`config.mk`:
```
export PLATFORM = sky130hd
export DESIGN_NAME = sram_port_arbiter_flat
export DESIGN_NICKNAME = d
export VERILOG_FILES = /design/src/rtl/sram_arb_pkg.sv /design/src/rtl/sram_port_arbiter_if.sv /design/src/rtl/rr_priority_picker.sv /design/src/rtl/sram_port_arbiter.sv /design/src/flat_wrapper.sv
export SDC_FILE = /design/constraint.sdc
export NUM_CORES = 1
export LEC_CHECK = 0
export ABC_AREA = 1
export CAP_MARGIN = 40
export CORE_ASPECT_RATIO = 0.6
export CORE_MARGIN = 4
export CORE_UTILIZATION = 34
export CTS_CLUSTER_DIAMETER = 60
export CTS_CLUSTER_SIZE = 16
export DETAILED_ROUTE_END_ITERATION = 12
export GPL_TIMING_DRIVEN = 0
export PLACE_DENSITY_LB_ADDON = 0.08
export SETUP_SLACK_MARGIN = 0.2
export SLEW_MARGIN = 0
export SYNTH_ARGS = -nofsm -noshare
export SYNTH_HDL_FRONTEND = slang
export SYNTH_SLANG_ARGS = --single-unit
```
`constraint.sdc`:
```
create_clock -name clk -period 2.7 [get_ports clk]
set_clock_uncertainty 0.15 [all_clocks]
set_input_delay 0.405 -clock clk [delete_from_list [all_inputs] [get_ports clk]]
set_output_delay 0.405 -clock clk [all_outputs]
set_load 0.005 [all_outputs]
```
`src/rtl/sram_arb_pkg.sv`:
```
// Shared defaults, FSM state type and index-width helper
// for the SRAM port arbiter.
package sram_arb_pkg;

  localparam int DEF_ADDR_W = 9;
  localparam int DEF_DATA_W = 32;
  localparam int DEF_BE_W   = DEF_DATA_W / 8;

  typedef enum logic {
    ST_IDLE = 1'b0,
    ST_OWN  = 1'b1
  } state_t;

  function automatic int idx_w(input int n);
    return (n > 1) ? $clog2(n) : 1;
  endfunction

endpackage

```
`src/rtl/sram_port_arbiter_if.sv`:
```
// Requester-side bundle of the SRAM port arbiter:
// packed per-requester requests plus shared read return.
interface sram_port_arbiter_if #(
  parameter int N_REQ  = 3,
  parameter int ADDR_W = 9,
  parameter int DATA_W = 32
) ();
  localparam int BE_W = DATA_W / 8;

  logic [N_REQ-1:0]        req;
  logic [N_REQ-1:0]        we;
  logic [N_REQ*ADDR_W-1:0] addr;
  logic [N_REQ*DATA_W-1:0] wdata;
  logic [N_REQ*BE_W-1:0]   be;
  logic [N_REQ-1:0]        gnt;
  logic [N_REQ-1:0]        rvalid;
  logic [DATA_W-1:0]       rdata;

  modport master (
    output req, we, addr, wdata, be,
    input  gnt, rvalid, rdata
  );

  modport slave (
    input  req, we, addr, wdata, be,
    output gnt, rvalid, rdata
  );
endinterface

```
`src/rtl/rr_priority_picker.sv`:
```
// Combinational rotating-priority picker: first set request
// at or after the start pointer, wrapping at N.
module rr_priority_picker
  import sram_arb_pkg::*;
#(
  parameter int N  = 3,
  parameter int IW = idx_w(N)
) (
  input  logic [N-1:0]  req,
  input  logic [IW-1:0] start,
  output logic [N-1:0]  onehot,
  output logic [IW-1:0] idx,
  output logic          any
);

  logic [IW:0] pos;

  always_comb begin
    onehot = '0;
    idx    = '0;
    any    = 1'b0;
    pos    = '0;
    for (int k = 0; k < N; k++) begin
      pos = {1'b0, start} + (IW+1)'(k);
      if (pos >= (IW+1)'(N))
        pos = pos - (IW+1)'(N);
      if (!any && req[pos[IW-1:0]]) begin
        any                 = 1'b1;
        idx                 = pos[IW-1:0];
        onehot[pos[IW-1:0]] = 1'b1;
      end
    end
  end

endmodule

```
`src/rtl/sram_port_arbiter.sv`:
```
// Round-robin, burst-limited arbiter sharing one SRAM port
// among N requesters; read data is routed back by tag.
module sram_port_arbiter
  import sram_arb_pkg::*;
#(
  parameter int N_REQ        = 3,
  parameter int ADDR_W       = DEF_ADDR_W,
  parameter int DATA_W       = DEF_DATA_W,
  parameter int READ_LATENCY = 1,
  parameter int MAX_BURST    = 4
) (
  input  logic              clk,
  input  logic              reset_n,
  sram_port_arbiter_if.slave bus,
  output logic [ADDR_W-1:0] sram_address,
  output logic              sram_clken,
  output logic              sram_chipselect,
  output logic              sram_write,
  output logic [DATA_W-1:0] sram_writedata,
  output logic [DATA_W/8-1:0] sram_byteenable,
  input  logic [DATA_W-1:0] sram_readdata
);

  localparam int BE_W  = DATA_W / 8;
  localparam int IW    = idx_w(N_REQ);
  localparam int CW    = $clog2(MAX_BURST + 1);
  localparam int DEPTH = READ_LATENCY + 1;

  state_t        state;
  logic [IW-1:0] owner;
  logic [IW-1:0] rr_ptr;
  logic [CW-1:0] cnt;

  logic [IW-1:0]    nxt_ptr;
  logic [IW-1:0]    start;
  logic [N_REQ-1:0] pick_oh;
  logic [IW-1:0]    pick_idx;
  logic             pick_any;

  logic             others;
  logic             keep;
  logic             accept;
  logic [IW-1:0]    acc_idx;
  logic             acc_we;
  logic [N_REQ-1:0] gnt;

  logic [DEPTH-1:0] rd_vld;
  logic [IW-1:0]    rd_tag [DEPTH];

  assign nxt_ptr = (owner == IW'(N_REQ - 1))
                 ? '0 : owner + IW'(1);

  // Leaving an owner re-arbitrates from the slot after it,
  // so the handover happens without a bubble.
  assign start = (state == ST_OWN) ? nxt_ptr : rr_ptr;

  rr_priority_picker #(
    .N  (N_REQ),
    .IW (IW)
  ) u_pick (
    .req    (bus.req),
    .start  (start),
    .onehot (pick_oh),
    .idx    (pick_idx),
    .any    (pick_any)
  );

  always_comb begin
    others  = |(bus.req & ~(N_REQ'(1) << owner));
    keep    = (state == ST_OWN) && bus.req[owner]
           && ((cnt < CW'(MAX_BURST)) || !others);
    gnt     = '0;
    acc_idx = owner;
    accept  = 1'b0;
    if (reset_n) begin
      if (keep) begin
        gnt[owner] = 1'b1;
        accept     = 1'b1;
      end else if (pick_any) begin
        gnt     = pick_oh;
        acc_idx = pick_idx;
        accept  = 1'b1;
      end
    end
    acc_we = bus.we[acc_idx];
  end

  assign bus.gnt    = gnt;
  assign bus.rvalid = rd_vld[DEPTH-1]
                    ? (N_REQ'(1) << rd_tag[DEPTH-1])
                    : '0;
  assign bus.rdata  = sram_readdata;

  always_ff @(posedge clk) begin
    if (!reset_n) begin
      state           <= ST_IDLE;
      owner           <= '0;
      rr_ptr          <= '0;
      cnt             <= '0;
      sram_clken      <= 1'b0;
      sram_chipselect <= 1'b0;
      sram_write      <= 1'b0;
      sram_address    <= '0;
      sram_writedata  <= '0;
      sram_byteenable <= '0;
      rd_vld          <= '0;
      for (int k = 0; k < DEPTH; k++)
        rd_tag[k] <= '0;
    end else begin
      sram_clken <= 1'b1;
      if ((state == ST_OWN) && !keep)
        rr_ptr <= nxt_ptr;
      if (keep) begin
        cnt <= (cnt == CW'(MAX_BURST))
             ? CW'(1) : cnt + CW'(1);
      end else if (accept) begin
        state <= ST_OWN;
        owner <= acc_idx;
        cnt   <= CW'(1);
      end else begin
        state <= ST_IDLE;
        cnt   <= '0;
      end
      sram_chipselect <= accept;
      if (accept) begin
        sram_address   <= bus.addr[acc_idx*ADDR_W +: ADDR_W];
        sram_write     <= acc_we;
        sram_writedata <= bus.wdata[acc_idx*DATA_W +: DATA_W];
        sram_byteenable <= acc_we
                         ? bus.be[acc_idx*BE_W +: BE_W]
                         : '1;
      end
      rd_vld    <= {rd_vld[DEPTH-2:0], accept && !acc_we};
      rd_tag[0] <= acc_idx;
      for (int k = 1; k < DEPTH; k++)
        rd_tag[k] <= rd_tag[k-1];
    end
  end

endmodule
```
`src/flat_wrapper.sv`:
```
// flat-port wrapper written by rule: the top's interface ports become plain ports
module sram_port_arbiter_flat import sram_arb_pkg::*;
#(
  parameter int N_REQ        = 3,
  parameter int ADDR_W       = DEF_ADDR_W,
  parameter int DATA_W       = DEF_DATA_W,
  parameter int READ_LATENCY = 1,
  parameter int MAX_BURST    = 4
)
  (clk, reset_n, sram_address, sram_clken, sram_chipselect, sram_write, sram_writedata, sram_byteenable, sram_readdata, bus_req, bus_we, bus_addr, bus_wdata, bus_be, bus_gnt, bus_rvalid, bus_rdata);
  sram_port_arbiter_if #(.N_REQ(N_REQ), .ADDR_W(ADDR_W), .DATA_W(DATA_W)) bus_i ();
  input  logic clk;
  input  logic reset_n;
  output logic [ADDR_W-1:0] sram_address;
  output logic sram_clken;
  output logic sram_chipselect;
  output logic sram_write;
  output logic [DATA_W-1:0] sram_writedata;
  output logic [DATA_W/8-1:0] sram_byteenable;
  input  logic [DATA_W-1:0] sram_readdata;
  input wire logic [$bits(bus_i.req)-1:0] bus_req;
  input wire logic [$bits(bus_i.we)-1:0] bus_we;
  input wire logic [$bits(bus_i.addr)-1:0] bus_addr;
  input wire logic [$bits(bus_i.wdata)-1:0] bus_wdata;
  input wire logic [$bits(bus_i.be)-1:0] bus_be;
  output wire logic [$bits(bus_i.gnt)-1:0] bus_gnt;
  output wire logic [$bits(bus_i.rvalid)-1:0] bus_rvalid;
  output wire logic [$bits(bus_i.rdata)-1:0] bus_rdata;
  assign bus_i.req = bus_req;
  assign bus_i.we = bus_we;
  assign bus_i.addr = bus_addr;
  assign bus_i.wdata = bus_wdata;
  assign bus_i.be = bus_be;
  assign bus_gnt = bus_i.gnt;
  assign bus_rvalid = bus_i.rvalid;
  assign bus_rdata = bus_i.rdata;
  sram_port_arbiter #(.N_REQ(N_REQ), .ADDR_W(ADDR_W), .DATA_W(DATA_W), .READ_LATENCY(READ_LATENCY), .MAX_BURST(MAX_BURST)) u_core (.clk(clk), .reset_n(reset_n), .bus(bus_i), .sram_address(sram_address), .sram_clken(sram_clken), .sram_chipselect(sram_chipselect), .sram_write(sram_write), .sram_writedata(sram_writedata), .sram_byteenable(sram_byteenable), .sram_readdata(sram_readdata));
endmodule
```
## After elaboration in Yosys (flattened, before gate mapping)

Memories as Yosys holds them, arrays and structs flattened.
Index checks and enable logic that the tools add are counted.
Widths: inputs -> output; s select.

- Memories: 1
- Output and inout port bits: 86
- Bits in writable memories: 4
- Logic and storage cells: 116
- Bits in registers: 58

- Eq/ne operators: 2
- Reduce and logical (&&, ||, !) cells: 18
- Multipliers: 1
- Multiplexer cells: 51
- Bitwise operators: 7
- Add/sub/neg operators: 7
- Shift-type cells: 5
- Order comparisons: 13

Memories:

| memory | words | width | rd ports | clocked after memory_dff | write ports | line | source |
|---|---|---|---|---|---|---|---|
| u_core.rd_tag | 2 | 2 | 2 | 0 | 2 | sram_port_arbiter.sv:48 | `logic [IW-1:0] rd_tag [DEPTH];` |

Operators with widths:

| kind | number |
|---|---|
| $shiftx 96x8->32 | 1 |
| $mux 3 | 9 |
| $shiftx 27x7->9 | 1 |
| $mux 2 | 13 |
| $mux 1 | 19 |
| $lt 2x3->1 const B | 5 |
| $shiftx 12x5->4 | 1 |
| $bmux 1 s2 | 5 |
| $logic_and 1x1->1 | 10 |
| $demux 1 s2 | 4 |
| $ge 2x1->1 const B | 4 |
| $ge 3x2->1 const B | 2 |
| $mul 2x4->6 const B | 1 |
| $or 3x3->3 | 2 |
| $shl 1x2->3 const A | 2 |
| $sub 2x2->2 const B | 3 |
| $logic_not 1->1 | 5 |
| $mux 4 | 1 |
| $add 2x1->3 const B | 1 |
| $add 2x2->3 const B | 1 |
| $add 3x1->3 const B | 1 |
| $and 3x3->3 | 1 |
| $eq 3x3->1 const B | 1 |
| $lt 3x3->1 const B | 1 |
| 9 further kinds | 10 |

## Logic depth before layout (Yosys ltp)

- Word-level depth: 21
- Gate-level depth with buffers: 24

## By module

From an unflattened synthesis, not the netlist that was laid out.

- Cell total of the unflattened synthesis: 733
- Area, all modules: 4347.9 µm²

Modules (own cells, without submodules):

| module | cells each | area an instance (µm²) | times used |
|---|---|---|---|
| sram_port_arbiter | 669 | 4015.1 | 1 |
| rr_priority_picker | 64 | 332.8 | 1 |

## Worst setup path after synthesis

No wires, ideal clock.

- Kind: register to register
- From: register u_core.owner[0]
- To: register u_core.sram_byteenable[0]
- Buffers on the path: 1
- Data required time: 2.435 ns
- Setup slack: 0.004 ns
- Setup time: 0.115 ns
- Clock period less this slack: 2.696 ns
- Stages on the path, launching flop included: 20
- Arrival time: 2.431 ns
- Cells stage by stage: dfxtp_1 -> nand2_1 -> nand2_1 -> o21ai_0 -> ha_1 -> inv_2 -> nand2_1 -> nand2_1 -> nand3_1 -> nand3_2 -> nand2_2 -> nor2_1 -> nand3_2 -> nand2_2 -> buf_6 -> nand2_1 -> nand3_1 -> nand3_2 -> nor2_1 -> nor2_1

- Cells in the longest elaborated chain, start to end: 20

RTL lines:

| item | line | source |
|---|---|---|
| start, declared | sram_port_arbiter.sv:30 | `logic [IW-1:0] owner;` |
| start signal, assigned | sram_port_arbiter.sv:118 | `owner <= acc_idx;` |
| branches (longest 20 deep; another with $add 2x1->3) | -- |  |
| end signal, assigned | sram_port_arbiter.sv:129 | `sram_byteenable <= acc_we` |
| end, declared | sram_port_arbiter.sv:20 | `output logic [DATA_W/8-1:0] sram_byteenable,` |

Parallel ways; which one is timed is not known. The select of a mux whose other input is x is not followed.
A chain may end at the register's enable or synchronous reset.

## Worst setup path after layout

- From: register u_core.owner[1]
- To: output bus_gnt[2]

- Cells in the longest elaborated chain, start to end: 17

RTL lines:

| item | line | source |
|---|---|---|
| $add 2x1->2 or $eq 2x2->1 (tied branches) | sram_port_arbiter.sv:51, sram_port_arbiter.sv:50 |  |
| $mux 2 | sram_port_arbiter.sv:51 | `? '0 : owner + IW'(1);` |
| $mux 2 | sram_port_arbiter.sv:55 | `assign start = (state == ST_OWN) ? nxt_ptr : rr_ptr;` |
| $add 2x1->3 (tied with other cells) | rr_priority_picker.sv:24 | `pos = {1'b0, start} + (IW+1)'(k);` |
| $ge 3x2->1 (tied with other cells) | rr_priority_picker.sv:25 | `if (pos >= (IW+1)'(N))` |
| $mux 2 (tied with other cells) | rr_priority_picker.sv:25 |  |
| $lt 2x3->1 (implied by the code) (tied with other cells) | rr_priority_picker.sv:30 | `onehot[pos[IW-1:0]] = 1'b1;` |
| $logic_and 1x1->1 (implied by the code) (tied with other cells) | rr_priority_picker.sv:30 |  |
| $mux 1 (implied by the code) (tied with other cells) | rr_priority_picker.sv:30 |  |
| $demux 1 s2 (tied with other cells) | rr_priority_picker.sv:30 |  |
| $or 3x3->3 (no line) or $mux 1 (tied branches) | -- |  |
| $mux 3 or $logic_not 1->1 (tied branches) | rr_priority_picker.sv:27 | `if (!any && req[pos[IW-1:0]]) begin` |
| $or 3x3->3 (no line) or $logic_and 1x1->1 (tied branches) | -- |  |
| $mux 3 or $mux 1 (tied branches) | rr_priority_picker.sv:27 |  |
| $mux 3 | sram_port_arbiter.sv:79 | `end else if (pick_any) begin` |
| $mux 3 (*) | sram_port_arbiter.sv:76 | `if (keep) begin` |
| $mux 3 (*) | sram_port_arbiter.sv:75 | `if (reset_n) begin` |
| end, declared | flat_wrapper.sv:26 | `output wire logic [$bits(bus_i.gnt)-1:0] bus_gnt;` |

Mark *: on every way between the ends. The rest lies on a longest branch, timed or not. The select of a mux whose other input is x is not followed.

==> flow_metrics.env <==
export IMPL_outcome="complete, but fails checks"
export IMPL_violations="setup timing"
export IMPL_die_area_sq_um=13900
export IMPL_p_comb_frac=0.783
export IMPL_h_tree_depth=3
export IMPL_crit_arrival_ns=2.39
export IMPL_wl_um=18500
export IMPL_path_clk_slew_ns=0.06
export IMPL_track_usage=0.231
export IMPL_cts_sinks=62
export IMPL_crit_path_end_kind="primary output"
export IMPL_worst_pin_slew_ns=0.579
export IMPL_layoutNonFillerInstCount=1096
export IMPL_setup_slack_ns=-0.247
export IMPL_yosys_warnings=0
export IMPL_ys_types=30
export IMPL_vias=5376
export IMPL_critPathRequiredTime_ns=2.14
export IMPL_syn_area_sq_um=4080
export IMPL_path_class="register to primary output"
export IMPL_ys_seq_area_frac=0.304
export IMPL_synth_top_family_by_area="simple AND/OR/NAND/NOR gates"
export IMPL_synth_adder_area_share=0.0184
export IMPL_dp_cells=1027
export IMPL_grt_pass1_wl_um=25400
export IMPL_start_util=0.354
export IMPL_switching_power_w=0.00577
export IMPL_ant_nets=0
export IMPL_clkPwrFrac=0.092
export IMPL_antenna_found_initial=0
export IMPL_grt_ovfl_total=0
export IMPL_rows=30
export IMPL_p_total_w=0.0131
export IMPL_avgRoutedWirePerCell_um=16.9
export IMPL_gp_congestion=0.919
export IMPL_drt_first_pass_iters=6
export IMPL_cp_start_kind="register"
export IMPL_seqPwrFrac=0.126
export IMPL_synth_seq_cells=62
export IMPL_synth_most_common_cell="nand2_1"
export IMPL_dp_hpwl_um=12900
export IMPL_synth_area_leaders="dfxtp_1, nand2_1, nor2_1"
export IMPL_rsz0062_at_grt="true"
export IMPL_die_x_um=149
export IMPL_numCtsBuffers=9
export IMPL_cts_root_buf="clkbuf_16"
export IMPL_io_pin_count=261
export IMPL_hold_buffers=0
export IMPL_sw_frac_of_total=0.442
export IMPL_cts_tree="done"
export IMPL_synth_top_area_cell="dfxtp_1"
export IMPL_synthSimpleGateAreaFrac=0.276
export IMPL_max_cap_violations=0
export IMPL_grt_start_max_net_pins=13
export IMPL_p_per_area_nw_per_um2=1590
export IMPL_fin_crit_sh=1.09
export IMPL_synth_commonest_cells="nand2_1, nor2_1, inv_1"
export IMPL_internal_power_w=0.00729
export IMPL_p_leak_nw=3.65
export IMPL_syn_inst=639
export IMPL_vias_per_cell=4.91
export IMPL_area_growth_pct=102
export IMPL_insertion_delay_ns=0.34
export IMPL_syn_mean_instance_area_sq_um=6.38
export IMPL_drc=0
export IMPL_synth_edf_count=0
export IMPL_vdd_drop_max_uv=735
export IMPL_portBuffers=228
export IMPL_synthXorXnorAreaFrac=0.00215
export IMPL_ys_flop_type="dfxtp_1"
export IMPL_final_util=0.713
export IMPL_synth_top_area_frac=0.304
export IMPL_clk_path_buf_depth=2
export IMPL_drtIter0Drc=394
export IMPL_coreArea_sq_um=11500
export IMPL_fin_nets=1112
export IMPL_diodes=0
export IMPL_finalHoldViolations=0
export IMPL_period_minus_slack_ns=2.95
export IMPL_tns_ns=-7.06
export IMPL_holdWs_ns=0.259
export IMPL_first_global_vias=4840
export IMPL_setup_viol=50
export IMPL_synthArstFlopShare=0
export IMPL_synth_compound_area_frac=0.214
export IMPL_drive_gt1_frac=0.254
export IMPL_fmax_mhz=339
export IMPL_slew_violations=0
export IMPL_synthMuxAreaShare=0
export IMPL_relSlewSlack=0.614
export IMPL_synthesis_nets=820
export IMPL_die_h_um=92.8
export IMPL_crit_fanout=5
export IMPL_hold_path_class="register to register"
==> layout by cell type (no fill, tap or decap), drive strengths merged, types with 2 or more instances in the layout <==
master and n:
o211ai 41, ha 6, nand3b 4, inv 78, a21oi 51, a31oi 2
buf 102, nand3 24, clkbuf 34, and3 2, nand2 139, dfxtp 62
clkdlybuf4s50 225, nor2 102, o22ai 2, o21ai 52, clkinvlp 3
==> stage by stage <==
step	area [sq um]	setup slack [ns]
after floorplan	4120	0.205
after global placement	6600	-0.525
after detailed placement	6600	-0.527
after CTS	7190	-0.286
after global routing	8210	-0.400
final	8210	-0.247
==> flip-flops by register name, indices dropped and copies added (netlist names) <==
name / cells
u_core.cnt: 3
u_core.rd_vld: 2
u_core.state: 1
u_core.rd_tag: 4
u_core.owner: 2
u_core.sram_byteenable: 4
u_core.sram_writedata: 32
u_core.rr_ptr: 2
u_core.sram_write: 1
u_core.sram_chipselect: 1
u_core.sram_clken: 1
u_core.sram_address: 9
==> cell families after synthesis <==
family / count (synthesis)
buffers and inverters: 147
AOI/OAI and AO/OA: 149
adders and majority gates: 6
DFF: 62
and+or+nand+nor: 274
xor gates and xnor gates: 1
==> critical path, cell delays in order, from the launching register on <==
cell	delay (ns)
dfxtp_4	0.37
inv_2	0.04
nand2_2	0.06
nand2_2	0.07
o21ai_4	0.13
ha_4	0.27
inv_4	0.08
nand2_2	0.05
nand2_2	0.09
nand3_4	0.10
nor2_4	0.16
inv_2	0.07
nand2_2	0.07
o21ai_2	0.06
a21oi_2	0.12
a31oi_1	0.05
nor2_1	0.12
buf_2	0.13
==> power groups by stage <==
stage | Sequential [W] | Combinational, W | Clock, W
after floorplan | 0.00161 | 0.00384 | 0
after global placement | 0.00160 | 0.00613 | 0
after detailed placement | 0.00162 | 0.00620 | 0
after CTS | 0.00163 | 0.00695 | 0.00121
after global routing | 0.00169 | 0.0109 | 0.00126
final | 0.00164 | 0.0102 | 0.00120
==> cell type report <==
type,instances,area [sq um]
buffer,69,677
clock buffer,10,239
clock inverter,6,70.1
fill,942,3310
inverter,77,297
multi-input combinational,430,2510
sequential,62,1250
tap,160,200
timing repair buffer,282,2960
==> what timing repair did <==
action                                  CTS  global route
pin swaps                                13            66
resized for setup                        52           170
endpoints found under the setup margin   55            57
buffers inserted                         18            24
gates cloned                              0            12
==> path summary, 6_finish.rpt <==
kind                                                    from                                      to  slack, ns  cells after the start
worst max-delay path            u_core.owner[1]$_SDFFE_PN0P_                              bus_gnt[2]      -0.25                     17
worst min-delay path             u_core.rd_vld[0]$_SDFF_PN0_             u_core.rd_vld[1]$_SDFF_PN0_       0.26                      2
worst max register to register  u_core.owner[1]$_SDFFE_PN0P_  u_core.sram_writedata[10]$_SDFFE_PN0P_      -0.21                     22
worst min register to register   u_core.rd_vld[0]$_SDFF_PN0_             u_core.rd_vld[1]$_SDFF_PN0_       0.26                      2
==> layer usage <==
layer / GRT usage / routed length, um
met5: 0 / 0
met4: 0.0625 / 250
met3: 0.0685 / 1750
met2: 0.373 / 8480
met1: 0.301 / 8010
Power figures use the tool's default switching activity.
